--- config.mk ---
export PLATFORM = sky130hd
export DESIGN_NAME = stcam_array_flat
export DESIGN_NICKNAME = d
export VERILOG_FILES = /design/src/rtl/stcam_array_pkg.sv /design/src/rtl/stcam_array_if.sv /design/src/rtl/stcam_array_entry.sv /design/src/rtl/stcam_array.sv /design/src/flat_wrapper.sv
export SDC_FILE = /design/constraint.sdc
export NUM_CORES = 1
export LEC_CHECK = 0
export ABC_AREA = 1
export BUFFER_PORTS_ARGS = -buffer_cell sky130_fd_sc_hd__buf_2
export CAP_MARGIN = 20
export CORE_ASPECT_RATIO = 0.8
export CORE_MARGIN = 2
export CORE_UTILIZATION = 54
export CTS_CLUSTER_SIZE = 25
export DETAILED_ROUTE_END_ITERATION = 8
export GPL_TIMING_DRIVEN = 0
export PLACE_DENSITY_LB_ADDON = 0.12
export SYNTH_ARGS = -nofsm -noshare
export SYNTH_HDL_FRONTEND = slang
export SYNTH_SLANG_ARGS = --single-unit
--- constraint.sdc ---
create_clock -name clk -period 2.3 [get_ports clk]
set_input_delay 0.345 -clock clk [delete_from_list [all_inputs] [get_ports clk]]
set_output_delay 0.345 -clock clk [all_outputs]
set_load 0.1 [all_outputs]
--- src/rtl/stcam_array_pkg.sv ---
// Shared constants and helpers for the ternary CAM array.
// The package sets the default geometry, the don't-care encoding and the address-width function.
package stcam_array_pkg;

   localparam int   DEF_WIDTH = 8;
   localparam int   DEF_DEPTH = 16;
   localparam logic DC_ON     = 1'b1;

   function automatic int clog2(input int n);
      int r;
      r = 0;
      while ((1 << r) < n) r++;
      return r;
   endfunction

endpackage

--- src/rtl/stcam_array_if.sv ---
// Write/search/result bus between the lookup controller (master) and the CAM array (slave).
interface stcam_array_if
   import stcam_array_pkg::*;
#(
   parameter int WIDTH = DEF_WIDTH,
   parameter int DEPTH = DEF_DEPTH,
   parameter int AW    = clog2(DEPTH)
);
   logic             we;
   logic [AW-1:0]    wr_addr;
   logic [WIDTH-1:0] wr_data;
   logic [WIDTH-1:0] wr_dc;
   logic             wr_valid;
   logic             clr_all;
   logic             search_en;
   logic [WIDTH-1:0] search_key;
   logic             match_valid;
   logic             match_hit;
   logic [AW-1:0]    match_addr;
   logic [DEPTH-1:0] match_vec;

   modport master (
      output we, wr_addr, wr_data, wr_dc, wr_valid, clr_all, search_en, search_key,
      input  match_valid, match_hit, match_addr, match_vec
   );

   modport slave (
      input  we, wr_addr, wr_data, wr_dc, wr_valid, clr_all, search_en, search_key,
      output match_valid, match_hit, match_addr, match_vec
   );
endinterface

--- src/rtl/stcam_array_entry.sv ---
// One CAM row: stored value, per-bit don't-care, valid flag and its combinational match against the key.
module stcam_entry
   import stcam_array_pkg::*;
#(
   parameter int WIDTH = DEF_WIDTH
) (
   input  logic             clk,
   input  logic             rst,
   input  logic             we,
   input  logic             clr,
   input  logic [WIDTH-1:0] wr_data,
   input  logic [WIDTH-1:0] wr_dc,
   input  logic             wr_valid,
   input  logic [WIDTH-1:0] key,
   output logic             match
);
   logic [WIDTH-1:0] data_q, data_d;
   logic [WIDTH-1:0] dc_q, dc_d;
   logic             valid_q, valid_d;
   logic [WIDTH-1:0] bit_ok;

   // A write to this row overrides a simultaneous clear-all.
   always_comb begin
      data_d  = data_q;
      dc_d    = dc_q;
      valid_d = valid_q;
      if (clr) valid_d = 1'b0;
      if (we) begin
         data_d  = wr_data;
         dc_d    = wr_dc;
         valid_d = wr_valid;
      end
   end

   always_ff @(posedge clk) begin
      if (rst) begin
         data_q  <= '0;
         dc_q    <= '0;
         valid_q <= 1'b0;
      end else begin
         data_q  <= data_d;
         dc_q    <= dc_d;
         valid_q <= valid_d;
      end
   end

   assign bit_ok = (dc_q ~^ {WIDTH{DC_ON}}) | (data_q ~^ key);
   assign match  = valid_q & (&bit_ok);
endmodule

--- src/rtl/stcam_array.sv ---
// Ternary CAM array: DEPTH rows, one write port and a two-stage search pipeline
// (compare, then lowest-index priority encode).
module stcam_array
   import stcam_array_pkg::*;
#(
   parameter int WIDTH = DEF_WIDTH,
   parameter int DEPTH = DEF_DEPTH
) (
   input logic          clk,
   input logic          rst,
   stcam_array_if.slave bus
);
   localparam int AW = clog2(DEPTH);

   logic [DEPTH-1:0] raw_match;

   for (genvar i = 0; i < DEPTH; i++) begin : g_entry
      stcam_entry #(.WIDTH(WIDTH)) u_entry (
         .clk      (clk),
         .rst      (rst),
         .we       (bus.we && (bus.wr_addr == AW'(i))),
         .clr      (bus.clr_all),
         .wr_data  (bus.wr_data),
         .wr_dc    (bus.wr_dc),
         .wr_valid (bus.wr_valid),
         .key      (bus.search_key),
         .match    (raw_match[i])
      );
   end

   logic             s1_valid_q, s1_valid_d;
   logic [DEPTH-1:0] s1_vec_q, s1_vec_d;
   logic             match_valid_q, match_valid_d;
   logic             match_hit_q, match_hit_d;
   logic [AW-1:0]    match_addr_q, match_addr_d;
   logic [DEPTH-1:0] match_vec_q, match_vec_d;
   logic [AW-1:0]    pe_addr;

   // Result registers only move when a search reaches S2, so idle cycles keep the last result.
   always_comb begin
      s1_valid_d    = bus.search_en;
      s1_vec_d      = bus.search_en ? raw_match : s1_vec_q;
      pe_addr       = '0;
      for (int i = DEPTH - 1; i >= 0; i--) begin
         if (s1_vec_q[i]) pe_addr = AW'(i);
      end
      match_valid_d = s1_valid_q;
      match_hit_d   = match_hit_q;
      match_addr_d  = match_addr_q;
      match_vec_d   = match_vec_q;
      if (s1_valid_q) begin
         match_hit_d  = |s1_vec_q;
         match_addr_d = pe_addr;
         match_vec_d  = s1_vec_q;
      end
   end

   always_ff @(posedge clk) begin
      if (rst) begin
         s1_valid_q    <= 1'b0;
         s1_vec_q      <= '0;
         match_valid_q <= 1'b0;
         match_hit_q   <= 1'b0;
         match_addr_q  <= '0;
         match_vec_q   <= '0;
      end else begin
         s1_valid_q    <= s1_valid_d;
         s1_vec_q      <= s1_vec_d;
         match_valid_q <= match_valid_d;
         match_hit_q   <= match_hit_d;
         match_addr_q  <= match_addr_d;
         match_vec_q   <= match_vec_d;
      end
   end

   assign bus.match_valid = match_valid_q;
   assign bus.match_hit   = match_hit_q;
   assign bus.match_addr  = match_addr_q;
   assign bus.match_vec   = match_vec_q;
endmodule

--- src/flat_wrapper.sv ---
// flat-port wrapper written by rule: the top's interface ports become plain ports
module stcam_array_flat import stcam_array_pkg::*;
#(
   parameter int WIDTH = DEF_WIDTH,
   parameter int DEPTH = DEF_DEPTH
)
  (clk, rst, bus_we, bus_wr_addr, bus_wr_data, bus_wr_dc, bus_wr_valid, bus_clr_all, bus_search_en, bus_search_key, bus_match_valid, bus_match_hit, bus_match_addr, bus_match_vec);
  stcam_array_if #(.WIDTH(WIDTH), .DEPTH(DEPTH)) bus_i ();
  input logic clk;
  input logic rst;
  input wire logic [$bits(bus_i.we)-1:0] bus_we;
  input wire logic [$bits(bus_i.wr_addr)-1:0] bus_wr_addr;
  input wire logic [$bits(bus_i.wr_data)-1:0] bus_wr_data;
  input wire logic [$bits(bus_i.wr_dc)-1:0] bus_wr_dc;
  input wire logic [$bits(bus_i.wr_valid)-1:0] bus_wr_valid;
  input wire logic [$bits(bus_i.clr_all)-1:0] bus_clr_all;
  input wire logic [$bits(bus_i.search_en)-1:0] bus_search_en;
  input wire logic [$bits(bus_i.search_key)-1:0] bus_search_key;
  output wire logic [$bits(bus_i.match_valid)-1:0] bus_match_valid;
  output wire logic [$bits(bus_i.match_hit)-1:0] bus_match_hit;
  output wire logic [$bits(bus_i.match_addr)-1:0] bus_match_addr;
  output wire logic [$bits(bus_i.match_vec)-1:0] bus_match_vec;
  assign bus_i.we = bus_we;
  assign bus_i.wr_addr = bus_wr_addr;
  assign bus_i.wr_data = bus_wr_data;
  assign bus_i.wr_dc = bus_wr_dc;
  assign bus_i.wr_valid = bus_wr_valid;
  assign bus_i.clr_all = bus_clr_all;
  assign bus_i.search_en = bus_search_en;
  assign bus_i.search_key = bus_search_key;
  assign bus_match_valid = bus_i.match_valid;
  assign bus_match_hit = bus_i.match_hit;
  assign bus_match_addr = bus_i.match_addr;
  assign bus_match_vec = bus_i.match_vec;
  stcam_array #(.WIDTH(WIDTH), .DEPTH(DEPTH)) u_core (.clk(clk), .rst(rst), .bus(bus_i));
endmodule
; ---- Word level (Yosys, flattened, before mapping)
; Cells that the tools add are included.
[totals]
register_bits = 311
latchBits = 0
ram_bits = 0
rom_bits = 0
out_inout_bits = 22
wordCells = 200
memories = 0
[op_classes]
addsub = 0
n_mul = 0
n_div = 0
order_cmp = 0
eq_ne = 15
shift = 0
n_mux = 33
bitwise = 48
n_reduce_logical = 50
[op_table]
columns = op, count
row1 = bitwise OR 8 bit, 16
row2 = AND reduction 8 bit, 16
row3 = XNOR 8 bit, 16
row4 = two-way mux 4 bit, 16
row5 = equality test 4 bit (second input constant), 8
row6 = nonzero test 2 bit, 16
row7 = two-way mux 1 bit, 17
row8 = AND 1 bit, 16
row9 = equality test 4 x 3 -> 1 bit (second input constant), 4
row10 = logical AND 1 bit, 16
row11 = OR reduction 16 bit, 1
row12 = equality test 4 x 2 -> 1 bit (second input constant), 2
row13 = equality test 4 x 1 -> 1 bit (second input constant), 1
row14 = logical NOT 4 bit, 1

; ---- Logic depth before layout (Yosys ltp)
[depth]
word_depth = 16
mapped_depth = 17

; ---- Modules after synthesis
; Synthesis repeated with hierarchy kept, for this count alone.
[hier_totals]
cells_unflattened = 1957
hier_area_um2 = 15164.5
[modules_own_cells]
columns = module, instances, cells_each, area_per_inst_um2, seq_area_each_um2
row1 = stcam_entry, 16, 109, 845.8, 340.3
row2 = stcam_array, 1, 213, 1631.6, 780.7

; ---- Worst setup path before layout
; No wires, ideal clock.
[synth_path]
path_kind = register to register
from = reg u_core.bus.match_hit (netlist name)
to = reg u_core.match_hit_q (netlist: u_core.bus.match_hit)
setup_ps = 81
arrival_time_ps = 1243
required_time_ps = 2219
slack_ps = 977
stages_incl_launch_ff = 3
n_path_buf = 0
synth_period_minus_slack_ps = 1323
cell_sequence = dfxtp_1 o21ai_0 a41oi_1
[synth_rtl]
columns = element, line_no
row1 = end signal: assignment, stcam_array.sv:70  ; match_hit_q <= match_hit_d;
row2 = end: declaration, stcam_array.sv:34  ; logic match_hit_q, match_hit_d;

; ---- Worst setup path after layout
[layout_path]
from = in bus_search_key[4]
to = reg u_core.s1_vec_q[6]
[layout_via]
elab_chain_cells = 4
[layout_rtl]
columns = element, line_no
row1 = start: declaration, flat_wrapper.sv:18  ; input wire logic [$bits(bus_i.search_key)-1:0] bus_search_key;
row2 = XNOR 8 bit, stcam_array_entry.sv:47  ; assign bit_ok = (dc_q ~^ {WIDTH{DC_ON}}) | (data_q ~^ key);
row3 = bitwise OR 8 bit, stcam_array_entry.sv:47
row4 = AND reduction 8 bit, stcam_array_entry.sv:48  ; assign match = valid_q & (&bit_ok);
row5 = AND 1 bit, stcam_array_entry.sv:48
row6 = end signal: assignment, stcam_array.sv:68  ; s1_vec_q <= s1_vec_d;
row7 = end: declaration, stcam_array.sv:32  ; logic [DEPTH-1:0] s1_vec_q, s1_vec_d;
; No other way between the ends.
; A chain may end at the register's enable or synchronous reset.

==> flow_summary.json <==
{
  "antenna_found_initial": 0,
  "min_path_type": "in2reg",
  "crit_type": "in2reg",
  "row_count": 50,
  "gp_congestion": 0.925,
  "synth_cell_types": 32,
  "drv_cap": 0,
  "first_pass_iters": 5,
  "p_clk_frac": 0.454,
  "initial_utilization": 0.550,
  "switchingPower_uw": 3050,
  "postCtsSetupBuffers": 0,
  "netlist_top_cells_area": "dfxtp_1, o21ai_0, nor2_1, a21oi_1, inv_1",
  "p_seq_frac": 0.459,
  "tightestPinTransition_ns": 1.09,
  "synth-seq-cells": 311,
  "intPower_uw": 9090,
  "area_growth_pct": 13.5,
  "synthCells": 1745,
  "rsz0062_at_grt": "false",
  "die_area_sq_um": 25100,
  "grt_pass1_wl_um": 66600,
  "crit_start": "bus_search_key[4]",
  "dp_hpwl_um": 28800,
  "layout-drive-gt1-share": 0.105,
  "hold_buffers": 0,
  "routed_via_density": 5.86,
  "finalCritPeriodShare": 0.871,
  "comb_power_share": 0.088,
  "port_buffers": 51,
  "die_w_um": 177,
  "root_buffer": "clkbuf_16",
  "timing.rr.end": "u_core.s1_vec_q[5]",
  "initialDrtViolationCount": 1644,
  "htreeDepth": 1,
  "synth_nets": 1779,
  "rrSetupSlack_ns": 0.69,
  "slew_viol_final": 0,
  "grt.total_usage": 0.349,
  "place_ws_ns": -0.0290,
  "status": "complete, no violations",
  "grt_pass1_vias": 11434,
  "yosys.area.top_type": "dfxtp_1",
  "cts_resized": 0,
  "setup_viol": 0,
  "peakVddDrop_mv": 0.724,
  "crit_end": "u_core.s1_vec_q[6]",
  "swShare": 0.251,
  "cp_max_fo": 10,
  "finish.utilization": 0.624,
  "cts_tree": "done",
  "place_area_sq_um": 13500,
  "r2r_start": "u_core.g_entry[5].u_entry.data_q[1]",
  "drc": 0,
  "relSlewSlack": 0.274,
  "nets": 1863,
  "clk_pin_slew_worst_paths_ns": 0.06,
  "layout_setup_ws_ns": 0.297,
  "vias": 12682,
  "clock.fmax_ghz": 0.499,
  "required_ns": 2.71,
  "powerDensity_nw_per_um2": 829,
  "hold_violations": 0,
  "antenna_cells": 0,
  "reg2regPathDepth": 6,
  "grt_max_degree": 15,
  "power.leakage_uw": 0.00588,
  "startpoint_type": "input pin",
  "grt_overflow": 0,
  "cts_sinks": 311,
  "critical_path_arrival_ns": 2.41,
  "critPathCaptureType": "flop",
  "wl_per_cell_um": 20.5,
  "clk_latency_ns": 0.56,
  "die_h_um": 142,
  "period_minus_slack_ns": 2.00,
  "detail-route-antenna-nets": 0,
  "fin_skew_ns": 0.0100,
  "drt_wl_total_um": 44400,
  "ios": 56,
  "ys_seq_area_frac": 0.483,
  "yosys.area.top_type_share": 0.483,
  "final_area_sq_um": 14600,
  "synth_area_sq_um": 12900,
  "clk_path_buf_depth": 3,
  "numCtsBuffers": 31,
  "syn_avg_cell_area_sq_um": 7.39,
  "yosysWarnings": 0,
  "core_area_sq_um": 23500
}
[metal layers]
layer / part of all wire / wire (um) / global-route usage
met1: 0.42 / 18800 / 0.489
met2: 0.42 / 18500 / 0.529
met3: 0.12 / 5370 / 0.0825
met4: 0.037 / 1630 / 0.118
met5: 0 / 0 / 0
[cell families (layout without fill, tap and decap cells)]
group                     Yosys count  after routing  synth area share
xor gates and xnor gates           33             33            0.0224
and+or+nand+nor                   575            575             0.180
buffers and inverters             228            335            0.0755
DFF                               311            311             0.483
AOI/OAI and AO/OA                 598            598             0.239
[placed cells by master, fill, tap and decap left out, drive strengths merged]
cell type	n
clkbuf	121
o311ai	1
a21oi	193
nand2	65
buf	90
clkinv	6
a41oi	1
xnor2	33
nor2	460
clkinvlp	2
o21ai	386
o41ai	1
o22ai	3
nand4	11
a221oi	4
nor3	9
nor4	3
bufinv	6
o221a	4
o2111ai	5
dfxtp	311
inv	110
nand3	27
[final cells by class]
class	instances	area (sq um)
plain buffers	117	552
well taps	312	390
multi-input cells	1206	5700
flip-flops and latches	311	6230
repair buffers	51	255
fillers	2151	8810
inverters	111	422
clock inverters	13	220
clock buffers	43	881
[sequential cells by signal (all words and copies together) (netlist names)]
register / count
u_core.s1_vec_q: 16
u_core.g_entry.u_entry.valid_q: 16
u_core.g_entry.u_entry.dc_q: 128
u_core.bus.match_vec: 16
u_core.bus.match_valid: 1
u_core.match_valid_d: 1
u_core.bus.match_hit: 1
u_core.bus.match_addr: 4
u_core.g_entry.u_entry.data_q: 128
[stage by stage]
step	setup TNS, ns	power [uW]	hold slack (ns)	std cells
2_1_floorplan	0	6310	0.420	1745
3_3_place_gp	-0.0238	6690	0.433	2108
3_5_place_dp	-0.0311	6700	0.439	2108
4_1_cts	0	12100	0.0172	2164
5_1_grt	0	12400	0.0203	2164
6_report	0	12100	0.0324	2164
[cells in the mapped netlist (all sizes together)]
cell	n
nand4	11
a41oi	1
o221a	4
o22ai	3
nand3	27
xnor2	33
o21ai	386
clkinv	1
nor4	3
clkbuf	78
nand2	65
buf	39
inv	110
o311ai	1
dfxtp	311
o2111ai	5
a221oi	4
nor2	460
o41ai	1
a21oi	193
nor3	9
[power groups by stage]
stage	registers (uW)	logic, uW	clock network [uW]
5_1_grt	5580	1130	5740
2_1_floorplan	5790	516	0
6_report	5570	1060	5510
3_3_place_gp	5680	1010	0
4_1_cts	5560	1030	5500
3_5_place_dp	5680	1020	0
[critical path: stages]
cell,delay (ns)
buf_2,0.16
inv_1,0.37
clkbuf_1,0.79
o21ai_0,0.23
o2111ai_1,0.37
a21oi_1,0.13
[worst min-delay path by stage]
stage	startpoint	endpoint	slack, ns	cells after the start
6_report	rst	u_core.bus.match_valid	0.03	2
5_1_grt	rst	u_core.bus.match_valid	0.02	2
4_1_cts	rst	u_core.bus.match_valid	0.02	2
3_5_place_dp	u_core.g_entry[0].u_entry.dc_q[0]	u_core.g_entry[0].u_entry.dc_q[0]	0.44	2
3_3_place_gp	u_core.g_entry[0].u_entry.dc_q[4]	u_core.g_entry[0].u_entry.dc_q[4]	0.43	2
2_1_floorplan	u_core.g_entry[0].u_entry.dc_q[1]	u_core.g_entry[0].u_entry.dc_q[1]	0.42	2
No activity file was read; power rests on OpenSTA's default activity.
